[src/rtl/jt7759_dbuf_if.sv]
// Signal bundle between jt7759_dbuf and its surroundings (controller, ROM, host).
// The buffer itself uses the slave modport; whatever drives it uses master.
interface jt7759_dbuf_if #(
  parameter int AW    = 17,
  parameter int DW    = 8,
  parameter int DEPTH = 4
);
  localparam int LW = $clog2(DEPTH) + 1;

  // global qualifiers
  logic          cen_ctl;
  logic          mdn;
  // controller side
  logic          ctrl_cs;
  logic [AW-1:0] ctrl_addr;
  logic [DW-1:0] ctrl_din;
  logic          ctrl_ok;
  // ROM side
  logic          rom_cs;
  logic [AW-1:0] rom_addr;
  logic [DW-1:0] rom_data;
  logic          rom_ok;
  // host side
  logic          cs;
  logic          wrn;
  logic [DW-1:0] din;
  logic          drqn;
  // status
  logic [LW-1:0] level;
  logic          ovf;

  modport slave (
    input  cen_ctl, mdn, ctrl_cs, ctrl_addr, rom_data, rom_ok, cs, wrn, din,
    output ctrl_din, ctrl_ok, rom_cs, rom_addr, drqn, level, ovf
  );

  modport master (
    output cen_ctl, mdn, ctrl_cs, ctrl_addr, rom_data, rom_ok, cs, wrn, din,
    input  ctrl_din, ctrl_ok, rom_cs, rom_addr, drqn, level, ovf
  );
endinterface

[src/rtl/jt7759_dbuf.sv]
// DEPTH-entry data FIFO feeding the JT7759 decoder control.
// Master mode (mdn=1): prefetches sequential ROM bytes ahead of the controller.
// Slave mode  (mdn=0): queues host writes and paces the host through drqn.
module jt7759_dbuf #(
  parameter int AW    = 17,
  parameter int DW    = 8,
  parameter int DEPTH = 4,
  parameter int HOLD  = 2
) (
  input  logic          rst,
  input  logic          clk,
  jt7759_dbuf_if.slave  bus
);
  localparam int PW = $clog2(DEPTH);
  localparam int LW = PW + 1;
  localparam int HW = (HOLD > 0) ? $clog2(HOLD + 1) : 1;
  localparam logic [LW-1:0] FULL_LVL = LW'(DEPTH);
  localparam logic [HW-1:0] HOLD_LD  = HW'(HOLD);

  typedef enum logic [1:0] {
    ST_IDLE,    // no ROM access: FIFO full or slave mode
    ST_SETTLE,  // address presented, rom_ok not trusted yet
    ST_WAIT     // waiting for rom_ok to push the byte
  } fetch_t;

  fetch_t state, state_nx;

  logic [DW-1:0] mem [DEPTH];
  logic [PW-1:0] rd_ptr, wr_ptr;
  logic [LW-1:0] level, level_nx;
  logic [AW-1:0] head_addr;   // address of the byte at the FIFO head
  logic [AW-1:0] fetch_ptr;   // address of the next byte to fetch from ROM
  logic [HW-1:0] hold;
  logic          last_wrn;
  logic          last_mdn;
  logic          ovf;

  logic          full, empty;
  logic          mode_flush, miss, flush;
  logic          ctrl_ok, pop;
  logic          host_wr, rom_push, push;
  logic [DW-1:0] push_data;

  assign full       = (level == FULL_LVL);
  assign empty      = (level == '0);
  assign mode_flush = (bus.mdn != last_mdn);

  // A request misses when the head (or, if empty, the next fetch) is not the
  // byte the controller wants; the FIFO is then restarted at ctrl_addr.
  assign miss = bus.mdn & bus.ctrl_cs &
                (empty ? (fetch_ptr != bus.ctrl_addr) : (head_addr != bus.ctrl_addr));
  assign flush = mode_flush | miss;

  // In slave mode the controller takes bytes in order, whatever its address.
  assign ctrl_ok = bus.ctrl_cs & ~empty & ~mode_flush &
                   (~bus.mdn | (head_addr == bus.ctrl_addr));
  assign pop     = ctrl_ok;

  // Host write is the first cycle wrn is seen low while selected.
  assign host_wr   = ~bus.mdn & bus.cs & ~bus.wrn & last_wrn;
  assign rom_push  = bus.mdn & (state == ST_WAIT) & bus.rom_ok;
  assign push      = (host_wr | rom_push) & (~full | pop) & ~flush;
  assign push_data = bus.mdn ? bus.rom_data : bus.din;

  assign bus.ctrl_ok  = ctrl_ok;
  assign bus.ctrl_din = mem[rd_ptr];
  assign bus.rom_cs   = bus.mdn & (state != ST_IDLE);
  assign bus.rom_addr = fetch_ptr;
  assign bus.drqn     = bus.mdn | ~(bus.ctrl_cs & ~full & (hold == '0));
  assign bus.level    = level;
  assign bus.ovf      = ovf;

  // Occupancy after this cycle's push/pop/flush.
  always_comb begin
    // NOTE: every variable written here gets a default first, otherwise the
    // paths that skip the assignment infer a latch.
    level_nx = level;
    if (flush)
      level_nx = '0;
    else if (push && !pop)
      level_nx = level + LW'(1);
    else if (pop && !push)
      level_nx = level - LW'(1);
  end

  // Fetch FSM next state: flushes restart the fetch, full FIFO parks it.
  always_comb begin
    state_nx = state;
    if (mode_flush || !bus.mdn)
      state_nx = ST_IDLE;
    else if (miss)
      state_nx = ST_SETTLE;
    else begin
      case (state)
        ST_IDLE:   if (!(full && !pop)) state_nx = ST_SETTLE;
        ST_SETTLE: state_nx = ST_WAIT;
        ST_WAIT:   if (bus.rom_ok) state_nx = (level_nx == FULL_LVL) ? ST_IDLE : ST_SETTLE;
        default:   state_nx = ST_IDLE;
      endcase
    end
  end

  // Fetch FSM state register.
  always_ff @(posedge clk or posedge rst) begin
    // NOTE: sequential state uses non-blocking assignments so every register
    // samples the pre-edge values regardless of statement order.
    if (rst)
      state <= ST_IDLE;
    else
      state <= state_nx;
  end

  // FIFO storage, pointers, address tracking, host pacing and overflow flag.
  always_ff @(posedge clk or posedge rst) begin
    if (rst) begin
      // NOTE: storage is reset on purpose so ctrl_din reads 0 out of reset;
      // a plain RAM would normally be left unreset.
      for (int i = 0; i < DEPTH; i++) mem[i] <= '0;
      rd_ptr    <= '0;
      wr_ptr    <= '0;
      level     <= '0;
      head_addr <= '0;
      fetch_ptr <= '0;
      hold      <= '0;
      last_wrn  <= 1'b1;
      last_mdn  <= 1'b1;
      ovf       <= 1'b0;
    end else begin
      last_wrn <= bus.wrn;
      last_mdn <= bus.mdn;
      level    <= level_nx;

      // a host write that could not be pushed was dropped on a full FIFO
      if (host_wr && !push && !flush) ovf <= 1'b1;

      if (flush) begin
        rd_ptr <= '0;
        wr_ptr <= '0;
      end else begin
        if (push) begin
          mem[wr_ptr] <= push_data;
          wr_ptr      <= wr_ptr + PW'(1);
        end
        if (pop) rd_ptr <= rd_ptr + PW'(1);
      end

      if (miss) begin
        head_addr <= bus.ctrl_addr;
        fetch_ptr <= bus.ctrl_addr;
      end else begin
        if (pop)             head_addr <= head_addr + AW'(1);
        if (rom_push && push) fetch_ptr <= fetch_ptr + AW'(1);
      end

      if (mode_flush)
        hold <= '0;
      else if (host_wr && push)
        hold <= HOLD_LD;
      else if (bus.cen_ctl && hold != '0)
        hold <= hold - HW'(1);
    end
  end
endmodule

[src/flat_wrapper.sv]
// flat-port wrapper written by rule: the top's interface ports become plain ports
module jt7759_dbuf_flat 
#(
  parameter int AW    = 17,
  parameter int DW    = 8,
  parameter int DEPTH = 4,
  parameter int HOLD  = 2
)
  (rst, clk, bus_cen_ctl, bus_mdn, bus_ctrl_cs, bus_ctrl_addr, bus_rom_data, bus_rom_ok, bus_cs, bus_wrn, bus_din, bus_ctrl_din, bus_ctrl_ok, bus_rom_cs, bus_rom_addr, bus_drqn, bus_level, bus_ovf);
  jt7759_dbuf_if #(.AW(AW), .DW(DW), .DEPTH(DEPTH)) bus_i ();
  input  logic rst;
  input  logic clk;
  input wire logic [$bits(bus_i.cen_ctl)-1:0] bus_cen_ctl;
  input wire logic [$bits(bus_i.mdn)-1:0] bus_mdn;
  input wire logic [$bits(bus_i.ctrl_cs)-1:0] bus_ctrl_cs;
  input wire logic [$bits(bus_i.ctrl_addr)-1:0] bus_ctrl_addr;
  input wire logic [$bits(bus_i.rom_data)-1:0] bus_rom_data;
  input wire logic [$bits(bus_i.rom_ok)-1:0] bus_rom_ok;
  input wire logic [$bits(bus_i.cs)-1:0] bus_cs;
  input wire logic [$bits(bus_i.wrn)-1:0] bus_wrn;
  input wire logic [$bits(bus_i.din)-1:0] bus_din;
  output wire logic [$bits(bus_i.ctrl_din)-1:0] bus_ctrl_din;
  output wire logic [$bits(bus_i.ctrl_ok)-1:0] bus_ctrl_ok;
  output wire logic [$bits(bus_i.rom_cs)-1:0] bus_rom_cs;
  output wire logic [$bits(bus_i.rom_addr)-1:0] bus_rom_addr;
  output wire logic [$bits(bus_i.drqn)-1:0] bus_drqn;
  output wire logic [$bits(bus_i.level)-1:0] bus_level;
  output wire logic [$bits(bus_i.ovf)-1:0] bus_ovf;
  assign bus_i.cen_ctl = bus_cen_ctl;
  assign bus_i.mdn = bus_mdn;
  assign bus_i.ctrl_cs = bus_ctrl_cs;
  assign bus_i.ctrl_addr = bus_ctrl_addr;
  assign bus_i.rom_data = bus_rom_data;
  assign bus_i.rom_ok = bus_rom_ok;
  assign bus_i.cs = bus_cs;
  assign bus_i.wrn = bus_wrn;
  assign bus_i.din = bus_din;
  assign bus_ctrl_din = bus_i.ctrl_din;
  assign bus_ctrl_ok = bus_i.ctrl_ok;
  assign bus_rom_cs = bus_i.rom_cs;
  assign bus_rom_addr = bus_i.rom_addr;
  assign bus_drqn = bus_i.drqn;
  assign bus_level = bus_i.level;
  assign bus_ovf = bus_i.ovf;
  jt7759_dbuf #(.AW(AW), .DW(DW), .DEPTH(DEPTH), .HOLD(HOLD)) u_core (.rst(rst), .clk(clk), .bus(bus_i));
endmodule
[config.mk]
export PLATFORM = sky130hd
export DESIGN_NAME = jt7759_dbuf_flat
export DESIGN_NICKNAME = d
export VERILOG_FILES = /design/src/rtl/jt7759_dbuf_if.sv /design/src/rtl/jt7759_dbuf.sv /design/src/flat_wrapper.sv
export SDC_FILE = /design/constraint.sdc
export NUM_CORES = 1
export LEC_CHECK = 0
export BUFFER_PORTS_ARGS = -buffer_cell sky130_fd_sc_hd__buf_2
export CAP_MARGIN = 15
export CORE_UTILIZATION = 62
export DETAILED_ROUTE_END_ITERATION = 10
export PLACE_DENSITY = 0.86
export SLEW_MARGIN = 5
export SYNTH_ARGS = -nofsm -noshare
export SYNTH_HDL_FRONTEND = slang
export SYNTH_SLANG_ARGS = --single-unit
[constraint.sdc]
create_clock -name clk -period 7.1 [get_ports clk]
set_clock_uncertainty 0.2 [all_clocks]
set_input_delay 0 -clock clk [delete_from_list [all_inputs] [get_ports clk]]
set_output_delay 0 -clock clk [all_outputs]
set_load 0.02 [all_outputs]
==> results of run 1 <==
-- registers in the layout, indices dropped and copies added (netlist names) --
| register | cells |
|---|---|
| u_core.last_mdn | 1 |
| u_core.rd_ptr | 2 |
| u_core.bus.level | 3 |
| u_core.mem | 32 |
| u_core.last_wrn | 1 |
| u_core.hold | 2 |
| u_core.state | 2 |
| u_core.bus.rom_addr | 17 |
| u_core.bus.ovf | 1 |
| u_core.head_addr | 17 |
| u_core.wr_ptr | 2 |
-- layout make-up --
cell class / count / area [sq um]
Tap cell: 102 / 128
Clock inverter: 6 / 73.8
Inverter: 19 / 72.6
Sequential cell: 80 / 2000
Fill cell: 472 / 1740
Antenna cell: 1 / 2.50
Clock buffer: 10 / 138
Multi-Input combinational cell: 357 / 2740
Timing Repair Buffer: 116 / 793
-- cells in the final DEF (no fill, tap or decap), types with 24 or more instances in the layout --
| cell | n |
|---|---|
| a21oi_1 | 24 |
| buf_2 | 72 |
| dfrtp_1 | 78 |
| dlygate4sd3_1 | 41 |
| mux2_2 | 41 |
| nand2_1 | 29 |
| nand3_1 | 25 |
| nor2_1 | 31 |
| xor2_1 | 26 |
-- per-stage QoR --
step	std cells	power (mW)	hold WS (ps)	cell area (sq um)
2_1_floorplan	475	0.749	-196	4900
3_3_place_gp	633	0.829	-76.5	5320
3_5_place_dp	633	0.841	-70.7	5320
4_1_cts	690	1.22	92.2	5950
5_1_grt	691	1.28	105	5950
6_report	691	1.23	89.5	5950
-- worst reg2reg max path: stages, from the launching register on --
cell,delay (ps)
dfrtp_1,490
inv_1,130
ha_1,240
nor2b_1,550
o221ai_1,260
nor4_1,300
o21ai_0,260
o311ai_4,610
nand4_2,470
mux2_2,430
-- path summary, 6_finish.rpt --
kind | start | end | slack [ps] | cells after the start
worst max-delay path | u_core.bus.level[0]$_DFF_PP0_ | u_core.mem[24]$_DFFE_PP0P_ | 3050 | 9
worst min-delay path | bus_wrn | u_core.last_wrn$_DFF_PP1_ | 90 | 2
worst max register to register | u_core.bus.level[0]$_DFF_PP0_ | u_core.mem[24]$_DFFE_PP0P_ | 3050 | 9
worst min register to register | u_core.bus.ovf$_DFFE_PP0P_ | u_core.bus.ovf$_DFFE_PP0P_ | 280 | 2
max in group asynchronous | rst | u_core.bus.rom_addr[7]$_DFFE_PP0P_ | 5760 | 4
min in group asynchronous | rst | u_core.bus.rom_addr[0]$_DFFE_PP0P_ | 260 | 4
-- power by group --
group / switching, mW / total (mW) / leakage, nW / internal, mW
Combinational: 0.167 / 0.307 / 1.44 / 0.140
Sequential: 0.0590 / 0.562 / 1.01 / 0.503
Clock: 0.187 / 0.364 / 0.108 / 0.177
Total: 0.413 / 1.23 / 2.56 / 0.820
-- logic make-up (layout without fill, tap and decap cells) --
logic type / count (synthesis) / after routing / share of synthesized area
compound gates: 89 / 89 / 0.126
xor+xnor: 49 / 49 / 0.0876
fa+ha+maj: 11 / 11 / 0.0281
buf+inv: 38 / 151 / 0.0327
flops: 80 / 80 / 0.409
mux: 57 / 57 / 0.147
other cells: 0 / 1 / 0
simple gates: 151 / 151 / 0.169
-- metal layers --
layer  track usage  vias up  wire length, um
met3        0.0614       55             1200
met4         0.187        0              523
met5             0        -                0
met1         0.455     2109             5370
met2         0.553      296             6570
li1              -     1968                -
-- what timing repair did --
item / 4_1_cts / 5_1_grt
gates resized for setup: 0 / 0
hold buffers: 41 / 0
endpoints found under the hold margin: 151 / 0
==> flow_summary.toml, run 1 <==
[clock_tree]
cts.path.max_buffers = 2
cts_tree = "yes"
clk_latency_ps = 370
htree_levels = 3
root_buffer = "clkbuf_8"
cts_sinks = 80
numCtsBuffers = 9
cts_setup_buffers = 0
clkTransAtPathRegs_ps = 100

[timing]
clock.fmax_mhz = 247
period_needed_ps = 4050
period_share = 0.570
hold_violations = 0
rsz0062_at_grt = "false"
max_slew_margin = 0.280
finalSetupViolCount = 0
tns_ps = 0
worst_slack_ps = 3050
max_slew.worst_pin.slew_ps = 1080
report.final.slew_viol_count = 0

[global_routing]
gr-usage-all-layers = 0.348
grt_max_degree = 81
grt_pass1_vias = 4411
gr-total-overflow = 0
antenna_found_initial = 1
grt_pass1_wl_mm = 22.2

[finish]
fin_nets = 635
areaGrowthSynthToFinish_pct = 21.4
fin_util = 0.774
layout-drive-gt1-share = 0.262

[setup_path]
cp-end-kind = "register"
cp-start-kind = "register"
crit_fanout = 9
critPathMaxStageDelay_ps = 610
path_delay_family = "simple AND/OR/NAND/NOR gates"
worstPathRequired_ps = 7170
worstPathCellList = "inv_1 > ha_1 > nor2b_1 > o221ai_1 > nor4_1 > o21ai_0 > o311ai_4 > nand4_2 > mux2_2"
crit_arrival_ps = 4120
critPathBufInv = 1
crit_type = "register to register"
slowest_stage = "o311ai_4"

[synth]
yosysWarnings = 0
yosysMostFrequentCell = "dfrtp_1"
synthTopCellsByCount = "dfrtp_1, mux2_2, nor2_1, nand2_1, xor2_1"
synth_top_area_cell = "dfrtp_1"
synth_edf_count = 0
synthFlopType = "dfrtp_1"
synth_top_area_frac = 0.398
ys_seq_elements = 80
netlist_area_sq_mm = 0.00490
syn_area_per_cell_sq_um = 10.3
async_flop_share = 1.00
synth.area.top_cells = "dfrtp_1, mux2_2, xor2_1"
synth_nets = 527
synthCells = 475
seq_area_frac_synth = 0.409
ys_types = 58

[die]
start_util = 0.638
rows = 32
ios = 73
core_sq_mm = 0.00769
die_y_um = 90.9
die_w_um = 90.9
dieArea_sq_mm = 0.00826

[placement]
place_ws_ps = 3320
hpwl_mm = 8.56
place.gp.congestion = 0.914
portBuffers = 72

[power]
leakage_nw = 2.56
ir_drop_v = 0.000121
powerDensity_mw_per_mm2 = 207

[route]
drc_errors = 0
first_pass_iters = 5
dr_total_vias = 4428
drt_iter0_drc = 437
wl_per_cell_um = 19.8
totalWireLength_mm = 13.7
ant_nets = 0
vias_per_cell = 6.41

[worst_hold_path]
min_path_type = "input pin to register"

[run_status]
status = "complete, no violations"

[flow_run]
cap_violations = 0
Power figures use the tool's default switching activity.
==> run 2, diff against run 1 <==
CORE_UTILIZATION = 52   (was 62)
PLACE_DENSITY = 0.77   (was 0.86)
clock period = 3.5 ns   (was 7.1 ns; I/O delays follow)
==> run 2 against run 1 <==
Compared with the run above: first-iteration DRC count down 33%; largest power group unchanged; sequential power up 100%; register-to-register slack worse by 2900 ps; the flow now finishes with violations (design-rule violations); critical endpoint is now u_core.hold[1]$_DFFE_PP0P_; die area up 19%; setup slack worse by 2900 ps; non-clock buffer count up 10; total power up 110%; final cell count up 2.6%; sequential share of layout area down 0.59 points.
==> flow_summary.toml, run 2 (synthesis gave the netlist of run 1 again) <==
[setup_path]
startpoint = "u_core.bus.level[1]$_DFF_PP0_"
crit_arrival_ps = 3400
crit_end = "u_core.hold[1]$_DFFE_PP0P_"
worst_r2r_endpoint = "u_core.hold[1]$_DFFE_PP0P_"
timing.rr.start = "u_core.bus.level[1]$_DFF_PP0_"
rrSetupSlack_ps = 200
crit_fanout = 9
cp-start-kind = "register"
r2r_cells = 12
crit_type = "register to register"
cp-end-kind = "register"
worstPathRequired_ps = 3600

[clock_tree]
cts_sinks = 80
cts_tree = "yes"
clk_latency_ps = 360
clkTransAtPathRegs_ps = 90
root_buffer = "clkbuf_8"
cts-resized-gates = 0
numCtsBuffers = 9
htree_levels = 3
cts.path.max_buffers = 2

[route]
drt_iter0_drc = 291
wl_per_cell_um = 18.8
drc_errors = 1
vias_per_cell = 6.09
dr_total_vias = 4315
ant_nets = 0
first_pass_iters = 8
totalWireLength_mm = 13.3

[finish]
fin_nets = 645
final_common_cell = "dfrtp_1"
fin_util = 0.658
n_antenna_cell = 0
layout-drive-gt1-share = 0.273
seq_area_sq_mm = 0.00200
mostFrequentLayoutCells = "dfrtp_1, buf_2, mux2_2, dlygate4sd3_1, nor2_1"
areaGrowthSynthToFinish_pct = 23.5
regMostFlops = "u_core.mem"
largest_reg_flops = 32
fillers = 683
fin_area_sq_mm = 0.00605
multi_input_area_sq_mm = 0.00274

[run_status]
violations = "design-rule violations"
status = "finished with violations"

[timing]
worst_slack_ps = 198
report.final.slew_viol_count = 0
clock.fmax_mhz = 303
whs_ps = 118
max_slew.worst_pin.slew_ps = 857
rsz0062_at_grt = "false"
period_share = 0.944
hold_violations = 0
finalSetupViolCount = 0
period_needed_ps = 3300
tns_ps = 0
max_slew_margin = 0.429

[power]
leakage_nw = 2.61
powerDensity_mw_per_mm2 = 419
ir_drop_v = 0.000205

[placement]
portBuffers = 72
place_area_sq_mm = 0.00540
place.gp.congestion = 0.866
place_ws_ps = 73.8
hpwl_mm = 9.14

[die]
dieArea_sq_mm = 0.00982
core_sq_mm = 0.00920
die_y_um = 99.1
ios = 73
die_w_um = 99.1
rows = 35
start_util = 0.533

[worst_hold_path]
min_path_type = "input pin to register"
whs_path_depth = 2

[flow_run]
cap_violations = 0

[global_routing]
grt_max_degree = 48
grt_pass1_wl_mm = 22.0
gr-total-overflow = 0
gr-usage-all-layers = 0.288
antenna_found_initial = 0
grt_pass1_vias = 4256
run 2: cell count changes in the layout (fill, tap and decap cells not counted), sizes merged:
cell	before	now
diode	1	0
buf	75	85
clkinvlp	0	1
bufinv	1	2
inv	21	19
run 2: worst max-delay path, cell delays in order (launching register included):
cell and delay, ps:
dfrtp_1 410, inv_1 130, ha_1 260, nor2b_1 150, buf_4 160, o221ai_1 120, nor4_1 290, o21ai_0 250
o311ai_4 300, buf_12 170, nand3_1 70, a21oi_1 150, dlygate4sd3_1 560
run 2: worst min-delay path by stage:
stage,from,endpoint
after floorplan,bus_mdn,u_core.last_mdn$_DFF_PP1_
after global placement,bus_wrn,u_core.last_wrn$_DFF_PP1_
after detailed placement,bus_wrn,u_core.last_wrn$_DFF_PP1_
after CTS,bus_wrn,u_core.last_wrn$_DFF_PP1_
after global routing,bus_wrn,u_core.last_wrn$_DFF_PP1_
final,bus_wrn,u_core.last_wrn$_DFF_PP1_
run 2: per-layer routing:
| metal | part of all wire | track usage | up-vias |
|---|---|---|---|
| met4 | 0.013 | 0.0882 | 0 |
| met3 | 0.067 | 0.0518 | 22 |
| met5 | 0 | 0 | - |
| met1 | 0.43 | 0.391 | 2131 |
| met2 | 0.49 | 0.474 | 186 |
| li1 | - | - | 1976 |
run 2: timing repair:
item                                    CTS  global route
endpoints found under the setup margin    0            38
hold buffers                             41             0
endpoints found under the hold margin   118             0
setup buffers                             0             1
run 2: per-stage QoR:
stage	instances	total power [mW]
after floorplan	475	1.52
after global placement	651	1.70
after detailed placement	651	1.72
after CTS	708	2.53
after global routing	709	2.65
final	709	2.54
run 2: layout make-up:
type | instances | share of cell area
Sequential cell | 80 | 0.331
Tap cell | 111 | 0.0229
Inverter | 19 | 0.0120
Multi-Input combinational cell | 357 | 0.452
Clock inverter | 6 | 0.0153
Timing Repair Buffer | 126 | 0.146
Clock buffer | 10 | 0.0211
run 2: report_power, final:
group	internal [mW]	switching (mW)	total [mW]
clock network	0.407	0.370	0.778
registers	1.02	0.119	1.14
logic	0.290	0.331	0.621
==> run 3, diff against run 2 <==
REMOVE_ABC_BUFFERS = 1   (was default)
==> run 3 against run 2 <==
Compared with the run above: the run now ends clean; design area fell by 0.41%; first-iteration DRC count fell by 4.8%; register-to-register slack barely moved; total power fell by 2.0%; sequential power barely moved; utilization fell by 0.27 points; count of clock-buffer cells in the layout fell by 1; via count fell by 0.32%; critical path depth fell by 2; non-clock buffer count fell by 2; critical path type unchanged.
==> flow_summary.toml, run 3 (synthesis gave the netlist of run 1 again) <==
[die]
ios = 73
die_y_um = 99.1
core_sq_mm = 0.00920
rows = 35
dieArea_sq_mm = 0.00982
die_w_um = 99.1
start_util = 0.533

[timing]
rsz0062_at_grt = "false"
period_needed_ps = 3310
max_slew_margin = 0.466
finalSetupViolCount = 0
worst_slack_ps = 193
report.final.slew_viol_count = 0
max_slew.worst_pin.slew_ps = 801
hold_violations = 0
period_share = 0.945
clock.fmax_mhz = 302

[clock_tree]
root_buffer = "clkbuf_8"
numCtsBuffers = 9
cts.path.max_buffers = 2
clkTransAtPathRegs_ps = 100
cts_sinks = 80
cts-resized-gates = 0
cts_tree = "yes"
clk_latency_ps = 370
htree_levels = 3

[global_routing]
antenna_found_initial = 0
gr-total-overflow = 0
grt_max_degree = 64
gr-usage-all-layers = 0.271
grt_pass1_wl_mm = 20.7
grt_pass1_vias = 4177

[placement]
portBuffers = 72
hpwl_mm = 8.89
place.gp.congestion = 0.948
place_ws_ps = 257
dp_cells = 651

[power]
leakage_nw = 2.60
ir_drop_v = 0.000216
powerDensity_mw_per_mm2 = 413

[finish]
n_antenna_cell = 0
fin_nets = 643
regMostFlops = "u_core.mem"
seq_area_sq_mm = 0.00200
layout-drive-gt1-share = 0.275
areaGrowthSynthToFinish_pct = 23.0
largest_reg_flops = 32
instances_no_fill = 707
fin_util = 0.656
mostFrequentLayoutCells = "dfrtp_1, buf_2, mux2_2"
fillers = 738
multi_input_area_sq_mm = 0.00274
final_common_cell = "dfrtp_1"

[worst_hold_path]
min_path_type = "input pin to asynchronous set/reset pin"

[route]
dr_total_vias = 4301
totalWireLength_mm = 12.7
wl_per_cell_um = 18.0
drt_iter0_drc = 277
ant_nets = 0
drc_errors = 0
first_pass_iters = 5
vias_per_cell = 6.08

[setup_path]
critPathBufInv = 2
cp-start-kind = "register"
path_delay_family = "compound AO/OA/AOI/OAI gates"
worstPathCellList = "inv_1 > ha_1 > nor2b_1 > buf_4 > o221ai_1 > nor4_1 > o21ai_0 > o311ai_4 > nand4_2 > mux2_2"
cp-end-kind = "register"
slowest_stage = "o311ai_4"
critPathMaxStageDelay_ps = 500
crit_type = "register to register"
crit_arrival_ps = 3360
crit_fanout = 8
worstPathRequired_ps = 3560

[run_status]
status = "complete, no violations"

[flow_run]
cap_violations = 0
==> run 3: timing repair <==
action	CTS	global route
setup buffers	0	0
hold endpoints to repair	136	0
hold buffers	39	0
setup endpoints to repair	0	12
==> run 3: cell type report <==
cell class	count	area share
Tap cell	111	0.0230
Multi-Input combinational cell	357	0.454
Timing Repair Buffer	124	0.143
Clock inverter	7	0.0152
Clock buffer	9	0.0205
Inverter	19	0.0120
Sequential cell	80	0.333
==> run 3: routing by layer <==
metal	up-vias	global-route usage	wire length (um)	share of wire
met5	-	0	0	0
met4	0	0.106	279	0.022
met3	30	0.0326	696	0.055
met2	152	0.448	6240	0.49
met1	2143	0.366	5480	0.43
li1	1976	-	-	-
==> run 3: worst paths after layout <==
kind | from | end | slack [ps] | cells after the start
max | u_core.bus.level[1]$_DFF_PP0_ | u_core.mem[14]$_DFFE_PP0P_ | 190 | 10
min | rst | u_core.mem[0]$_DFFE_PP0P_ | 5 | 3
max reg2reg | u_core.bus.level[1]$_DFF_PP0_ | u_core.mem[14]$_DFFE_PP0P_ | 190 | 10
min reg2reg | u_core.bus.ovf$_DFFE_PP0P_ | u_core.bus.ovf$_DFFE_PP0P_ | 280 | 2
max in group asynchronous | rst | u_core.last_wrn$_DFF_PP1_ | 2380 | 4
min in group clk | bus_ctrl_cs | u_core.bus.rom_addr[1]$_DFFE_PP0P_ | 90 | 4
==> run 3: worst min-delay path, stage by stage <==
cell and delay (ps):
dlygate4sd3_1 520, buf_2 120, clkinv_2 400
==> run 3: power by group <==
group	switching [mW]	internal (mW)
registers	0.114	1.02
clock network	0.395	0.345
logic	0.326	0.287
==> run 3: per-stage QoR <==
step | cell area (sq um) | hold WS (ps) | setup TNS, ps | total power, mW
finish | 6030 | 5.10 | 0 | 2.49
global route | 6030 | 70.1 | 0 | 2.60
CTS | 6010 | 84.4 | 0 | 2.49
detailed placement | 5400 | -72.7 | 0 | 1.72
global placement | 5400 | -76.4 | 0 | 1.69
floorplan | 4810 | -196 | -11250 | 1.51
